File: src/rtl/led_scan_capture_if.sv
// rtl/led_scan_capture_if.sv - LED matrix scan pins plus published-frame read port
interface led_scan_capture_if;
    logic [2:0] LED_COM;
    logic [0:7] LED_Red;
    logic [0:7] LED_Green;
    logic [0:7] LED_Blue;
    logic       LED_en;
    logic [2:0] rd_row;
    logic [0:7] rd_red;
    logic [0:7] rd_green;
    logic [0:7] rd_blue;
    logic       frame_valid;
    logic       scan_stall;
    logic       seq_err;

    modport master (
        output LED_COM, LED_Red, LED_Green, LED_Blue, LED_en, rd_row,
        input  rd_red, rd_green, rd_blue, frame_valid, scan_stall, seq_err
    );

    modport slave (
        input  LED_COM, LED_Red, LED_Green, LED_Blue, LED_en, rd_row,
        output rd_red, rd_green, rd_blue, frame_valid, scan_stall, seq_err
    );
endinterface

File: src/rtl/led_scan_capture.sv
// rtl/led_scan_capture.sv - rebuilds 8x8 RGB frames from a row-multiplexed LED scan
// Optional row-order checking is enabled by defining LED_SCAN_SEQ_CHECK_EN.
module led_scan_capture #(
    parameter int SETTLE_CYCLES   = 4,
    parameter int TIMEOUT_CYCLES  = 65536,
    parameter int ACTIVE_LOW_DATA = 0
) (
    input logic               clk,
    input logic               reset,
    led_scan_capture_if.slave bus
);
    localparam logic [7:0]  SETTLE_MAX  = 8'(SETTLE_CYCLES);
    localparam logic [7:0]  SETTLE_LAST = 8'(SETTLE_CYCLES - 1);
    localparam logic [23:0] DWELL_MAX   = 24'(TIMEOUT_CYCLES);
    localparam logic [23:0] DATA_XOR    = (ACTIVE_LOW_DATA != 0) ? 24'hFF_FFFF : 24'h00_0000;

    // Rows are kept packed as {red, green, blue}.
    logic [2:0]  com_s1_q;
    logic [23:0] data_s1_q;
    logic        en_s1_q;
    logic [2:0]  prev_com_q;

    logic [7:0]  settle_q, settle_d;
    logic [23:0] dwell_q, dwell_d;
    logic [7:0]  seen_q, seen_d;
    logic        stall_q, stall_d;
    logic        fv_q, fv_d;

    logic [23:0] shadow_q [8];
    logic [23:0] pub_q    [8];
    logic [23:0] rd_q;

    logic        com_change;
    logic        capture;
    logic        publish;
    logic        seq_bad;
    logic [7:0]  row_bit;
    logic [7:0]  seen_new;
    logic [23:0] cap_data;

`ifdef LED_SCAN_SEQ_CHECK_EN
    logic seq_err_q;
`endif

    always_comb begin
        com_change = (com_s1_q != prev_com_q);
        row_bit    = 8'b1 << com_s1_q;
        seen_new   = seen_q | row_bit;
        cap_data   = data_s1_q ^ DATA_XOR;
        capture    = !com_change && en_s1_q && (settle_q == SETTLE_LAST);
        publish    = capture && (seen_new == 8'hFF);

`ifdef LED_SCAN_SEQ_CHECK_EN
        seq_bad = com_change && en_s1_q && (com_s1_q != prev_com_q + 3'd1);
`else
        seq_bad = 1'b0;
`endif

        settle_d = settle_q;
        if (com_change || !en_s1_q) begin
            settle_d = 8'd0;
        end else if (settle_q != SETTLE_MAX) begin
            settle_d = settle_q + 8'd1;
        end

        dwell_d = dwell_q;
        if (com_change) begin
            dwell_d = 24'd0;
        end else if (dwell_q != DWELL_MAX) begin
            dwell_d = dwell_q + 24'd1;
        end

        stall_d = stall_q;
        if (com_change) begin
            stall_d = 1'b0;
        end else if (dwell_d == DWELL_MAX) begin
            stall_d = 1'b1;
        end

        // A stall or an ordering error throws away the partial frame.
        seen_d = seen_q;
        if (capture) begin
            seen_d = publish ? 8'h00 : seen_new;
        end
        if ((stall_d && !stall_q) || seq_bad) begin
            seen_d = 8'h00;
        end

        fv_d = publish;
    end

    always_ff @(posedge clk) begin
        if (!reset) begin
            com_s1_q   <= 3'd0;
            data_s1_q  <= 24'd0;
            en_s1_q    <= 1'b0;
            prev_com_q <= 3'd0;
            settle_q   <= 8'd0;
            dwell_q    <= 24'd0;
            seen_q     <= 8'd0;
            stall_q    <= 1'b0;
            fv_q       <= 1'b0;
            rd_q       <= 24'd0;
            for (int i = 0; i < 8; i++) begin
                shadow_q[i] <= 24'd0;
                pub_q[i]    <= 24'd0;
            end
        end else begin
            com_s1_q   <= bus.LED_COM;
            data_s1_q  <= {bus.LED_Red, bus.LED_Green, bus.LED_Blue};
            en_s1_q    <= bus.LED_en;
            prev_com_q <= com_s1_q;
            settle_q   <= settle_d;
            dwell_q    <= dwell_d;
            seen_q     <= seen_d;
            stall_q    <= stall_d;
            fv_q       <= fv_d;
            if (capture) begin
                shadow_q[com_s1_q] <= cap_data;
            end
            // The row captured this cycle is not in shadow_q yet, so bypass it in.
            if (publish) begin
                for (int i = 0; i < 8; i++) begin
                    pub_q[i] <= (3'(i) == com_s1_q) ? cap_data : shadow_q[i];
                end
            end
            rd_q <= pub_q[bus.rd_row];
        end
    end

`ifdef LED_SCAN_SEQ_CHECK_EN
    always_ff @(posedge clk) begin
        if (!reset) begin
            seq_err_q <= 1'b0;
        end else if (seq_bad) begin
            seq_err_q <= 1'b1;
        end
    end
    assign bus.seq_err = seq_err_q;
`else
    assign bus.seq_err = 1'b0;
`endif

    assign bus.rd_red      = rd_q[23:16];
    assign bus.rd_green    = rd_q[15:8];
    assign bus.rd_blue     = rd_q[7:0];
    assign bus.frame_valid = fv_q;
    assign bus.scan_stall  = stall_q;
endmodule

File: src/flat_wrapper.sv
// flat-port wrapper written by rule: the top's interface ports become plain ports
module led_scan_capture_flat 
#(
    parameter int SETTLE_CYCLES   = 4,
    parameter int TIMEOUT_CYCLES  = 65536,
    parameter int ACTIVE_LOW_DATA = 0
)
  (clk, reset, bus_LED_COM, bus_LED_Red, bus_LED_Green, bus_LED_Blue, bus_LED_en, bus_rd_row, bus_rd_red, bus_rd_green, bus_rd_blue, bus_frame_valid, bus_scan_stall, bus_seq_err);
  led_scan_capture_if bus_i ();
  input logic clk;
  input logic reset;
  input wire logic [$bits(bus_i.LED_COM)-1:0] bus_LED_COM;
  input wire logic [$bits(bus_i.LED_Red)-1:0] bus_LED_Red;
  input wire logic [$bits(bus_i.LED_Green)-1:0] bus_LED_Green;
  input wire logic [$bits(bus_i.LED_Blue)-1:0] bus_LED_Blue;
  input wire logic [$bits(bus_i.LED_en)-1:0] bus_LED_en;
  input wire logic [$bits(bus_i.rd_row)-1:0] bus_rd_row;
  output wire logic [$bits(bus_i.rd_red)-1:0] bus_rd_red;
  output wire logic [$bits(bus_i.rd_green)-1:0] bus_rd_green;
  output wire logic [$bits(bus_i.rd_blue)-1:0] bus_rd_blue;
  output wire logic [$bits(bus_i.frame_valid)-1:0] bus_frame_valid;
  output wire logic [$bits(bus_i.scan_stall)-1:0] bus_scan_stall;
  output wire logic [$bits(bus_i.seq_err)-1:0] bus_seq_err;
  assign bus_i.LED_COM = bus_LED_COM;
  assign bus_i.LED_Red = bus_LED_Red;
  assign bus_i.LED_Green = bus_LED_Green;
  assign bus_i.LED_Blue = bus_LED_Blue;
  assign bus_i.LED_en = bus_LED_en;
  assign bus_i.rd_row = bus_rd_row;
  assign bus_rd_red = bus_i.rd_red;
  assign bus_rd_green = bus_i.rd_green;
  assign bus_rd_blue = bus_i.rd_blue;
  assign bus_frame_valid = bus_i.frame_valid;
  assign bus_scan_stall = bus_i.scan_stall;
  assign bus_seq_err = bus_i.seq_err;
  led_scan_capture #(.SETTLE_CYCLES(SETTLE_CYCLES), .TIMEOUT_CYCLES(TIMEOUT_CYCLES), .ACTIVE_LOW_DATA(ACTIVE_LOW_DATA)) u_core (.clk(clk), .reset(reset), .bus(bus_i));
endmodule
File: config.mk
export PLATFORM = sky130hd
export DESIGN_NAME = led_scan_capture_flat
export DESIGN_NICKNAME = d
export VERILOG_FILES = /design/src/rtl/led_scan_capture_if.sv /design/src/rtl/led_scan_capture.sv /design/src/flat_wrapper.sv
export SDC_FILE = /design/constraint.sdc
export NUM_CORES = 1
export LEC_CHECK = 0
export BUFFER_PORTS_ARGS = -buffer_cell sky130_fd_sc_hd__buf_2
export CORE_ASPECT_RATIO = 1.2
export CORE_UTILIZATION = 60
export CTS_CLUSTER_SIZE = 14
export DETAILED_ROUTE_END_ITERATION = 7
export PLACE_DENSITY = 0.77
export SLEW_MARGIN = 20
export SYNTH_ARGS = -nofsm -noshare
export SYNTH_HDL_FRONTEND = slang
export SYNTH_SLANG_ARGS = --single-unit
File: constraint.sdc
create_clock -name clk -period 8.43 [get_ports clk]
set_clock_uncertainty 0.1 [all_clocks]
set_input_delay 1.686 -clock clk [delete_from_list [all_inputs] [get_ports clk]]
set_output_delay 1.686 -clock clk [all_outputs]
set_load 0.02 [all_outputs]
==> results.json <==
{
  "drt_pass1_iterations": 5,
  "post-route-drc-count": 0,
  "critPathRequiredTime_ps": 8510,
  "globalRouteTotalUtil_pct": 28.47,
  "drt_wl_total_mm": 50.16,
  "timing.final.crit_share_pct": 57.49,
  "worst_hold_path_type": "reg -> reg",
  "synth_largest_area_cell": "edfxtp_1",
  "cap_violations": 0,
  "mappedNetlistNets": 1837,
  "postCtsSetupBuffers": 0,
  "first_global_vias": 13990,
  "drt_iter0_drc": 1722,
  "tritoncts": "built",
  "post_synth_most_frequent_cells": "399 x nand2_1, 384 x edfxtp_1, 229 x and2_1",
  "core_area_um2": 34910,
  "antenna_left": 0,
  "antenna_found_initial": 0,
  "yosysMostFrequentCell": "nand2_1",
  "clk_path_buf_depth": 3,
  "numClockSinks": 481,
  "globalRouteOverflowTotal": 0,
  "finalHoldWorstSlack_ps": 411.6,
  "antenna_cells_inserted": 0,
  "place.port_buffers": 58,
  "die_area_um2": 36070,
  "crit_arrival_ps": 4930,
  "netlist_area_um2": 21190,
  "die_x_um": 173.5,
  "layout-area-overhead-vs-synth_pct": 9.355,
  "vdd_ir_drop_max_mv": 0.1373,
  "cp-start-kind": "flop",
  "rows": 75,
  "synthesis.yosys.warnings": 0,
  "post_cts_resized": 0,
  "outcome": "complete, no violations",
  "setup_viol": 0,
  "cts_hold_repair.buffers": 0,
  "synth.ff_latch_count": 481,
  "design.portCount": 60,
  "synthesis.instances": 1800,
  "numCtsBuffers": 47,
  "vias_per_cell": 6.086,
  "wire_per_inst_um": 21.85,
  "start_util_pct": 60.69,
  "grt_first_pass_wirelength_mm": 78.45,
  "synthTopCellsByArea": "edfxtp_1 54%, dfxtp_1 9.2%, nand2_1 7.1%",
  "postSynthAreaPerCell_um2": 11.77,
  "hpwl_mm": 27.73,
  "muxShareOfSynthArea_pct": 6.337,
  "synthFlopType": "edfxtp_1",
  "yosys.cell_types.count": 60,
  "total_leakage_power_nw": 8.268,
  "synth_simple_gate_area_share_pct": 18.58,
  "criticalPathCategory": "reg -> reg",
  "tns_setup_ps": 0,
  "synth_enable_flop_cells": 384,
  "drive_gt1_share_pct": 12.98,
  "area_of_the_multi_input_gates_um2": 7074,
  "relative_slew_slack_pct": 30.91,
  "arithmetic_cell_share_of_the_synthesized_area_counting_full_adders_half_adders_and_majority_gates_pct": 0.2362,
  "rsz_0062_raised_after_global_routing": "false",
  "worstMarginPinSlew_ps": 1036,
  "maxClockFrequency_mhz": 206.3,
  "grt_start_max_net_pins": 101,
  "final-hold-violation-count": 0,
  "fillers": 2559,
  "critPathMaxFanout": 73,
  "die_height_um": 207.8,
  "share_of_the_synthesized_area_in_the_top_cell_type_pct": 54.43,
  "htreeDepth": 2,
  "synth_compound_gate_area_share_pct": 6.768,
  "layout.area.seq_um2": 13470,
  "yosys.area_share.xor_xnor_pct": 1.199,
  "placedCellCount": 2208,
  "final_cells": 2296,
  "ctsRootBufferMaster": "clkbuf_16",
  "asyncSetResetFlopFracSynth_pct": 0,
  "cts.reportedPaths.clkPinSlew_ps": 60,
  "clock_latency_reported_for_the_late_side_of_the_worst_skew_pair_ps": 580,
  "ys_seq_area_share_pct": 63.60,
  "power.density_cell_area_nw_per_um2": 215.3,
  "dominant_combinational_cell_family_by_area_after_synthesis": "simple AND/OR/NAND/NOR gates",
  "period_needed_ps": 4847,
  "vias": 13970,
  "slew_viol_final": 0,
  "endpoint_kind": "flop",
  "total_nets_final": 1832,
  "place_congestion": 0.8745,
  "layout.core_utilization_pct": 66.37
}
-- cells in the final DEF, fill, tap and decap left out, types with 15 or more instances in the layout --
master and n:
nand2_1 399, edfxtp_1 384, and2_1 229, a21oi_1 152
dfxtp_1 97, nor2_1 61, buf_2 56, clkbuf_16 49
a21boi_0 48, mux4_2 48, buf_4 33, mux2i_1 25
nor2b_1 24, nand3_1 21, o21ai_0 17, xnor2_1 16
nand4_1 15
-- logic make-up (layout without fill, tap and decap cells) --
family                   after synthesis  after routing
AO/OA/AOI/OAI                        249            249
AND/OR/NAND/NOR                      807            807
multiplexers                          74             74
other                                  1              1
buffers and inverters                155            189
flip-flops                           481            481
XOR/XNOR                              29             29
adder cells (fa/ha/maj)                4              4
-- where the power goes --
group          switching, mW  internal, mW  total [mW]
registers             0.0606          2.66        2.72
logic                  0.178        0.0965       0.274
clock network          0.889          1.10        1.99
-- final timing paths --
kind | start | to | slack, ps | cells after the start
worst max-delay path | u_core.com_s1_q[1]$_SDFF_PN0_ | u_core.pub_q[7][15]$_SDFFCE_PN0P_ | 3580 | 7
worst min-delay path | u_core.bus.scan_stall$_SDFF_PN0_ | u_core.bus.scan_stall$_SDFF_PN0_ | 410 | 2
worst max register to register | u_core.com_s1_q[1]$_SDFF_PN0_ | u_core.pub_q[7][15]$_SDFFCE_PN0P_ | 3580 | 7
worst min register to register | u_core.bus.scan_stall$_SDFF_PN0_ | u_core.bus.scan_stall$_SDFF_PN0_ | 410 | 2
-- per-stage QoR --
stage | total power [mW] | worst slack [ps] | cell area, um^2
after floorplan | 2.936 | 1969 | 21190
final | 4.988 | 3583 | 23170
after CTS | 5.003 | 3623 | 23160
after global placement | 3.033 | 3732 | 21710
after global routing | 5.122 | 3314 | 23170
after detailed placement | 3.043 | 3626 | 21710
-- critical path, stage by stage (launching register included) --
cell     delay, ps
dfxtp_1        660
xnor2_1        250
and3_1         330
nand3_1        630
or4_1          740
and2_1         290
inv_6          520
buf_4          840
-- sequential cells by signal, summed over array words and instances, names as in the netlist --
register and flops:
u_core.com_s1_q 3, u_core.prev_com_q 3, u_core.rd_q 24, u_core.settle_q 8, u_core.seen_q 8, u_core.shadow_q 192, u_core.dwell_q 24, u_core.bus.frame_valid 1
u_core.cap_data 24, u_core.en_s1_q 1, u_core.pub_q 192, u_core.bus.scan_stall 1
-- per-layer routing --
layer | vias up | share of wire [%] | wire (um) | track usage [%]
met2 | 752 | 49 | 24620 | 47.61
met4 | 0 | 3.4 | 1723 | 11.29
li1 | 6263 | - | - | -
met5 | - | 0 | 0 | 0
met1 | 6844 | 39 | 19510 | 37.46
met3 | 114 | 8.6 | 4304 | 4.451
-- area by class of cell --
cell class | instances | share of cell area, %
clock buffers | 65 | 5.725
clock inverters | 23 | 0.5293
inverters | 10 | 0.1836
multi-input cells | 1164 | 30.54
flip-flops and latches | 481 | 58.16
well taps | 462 | 2.495
repair buffers | 91 | 2.376
(Power assumes the default switching activity.)
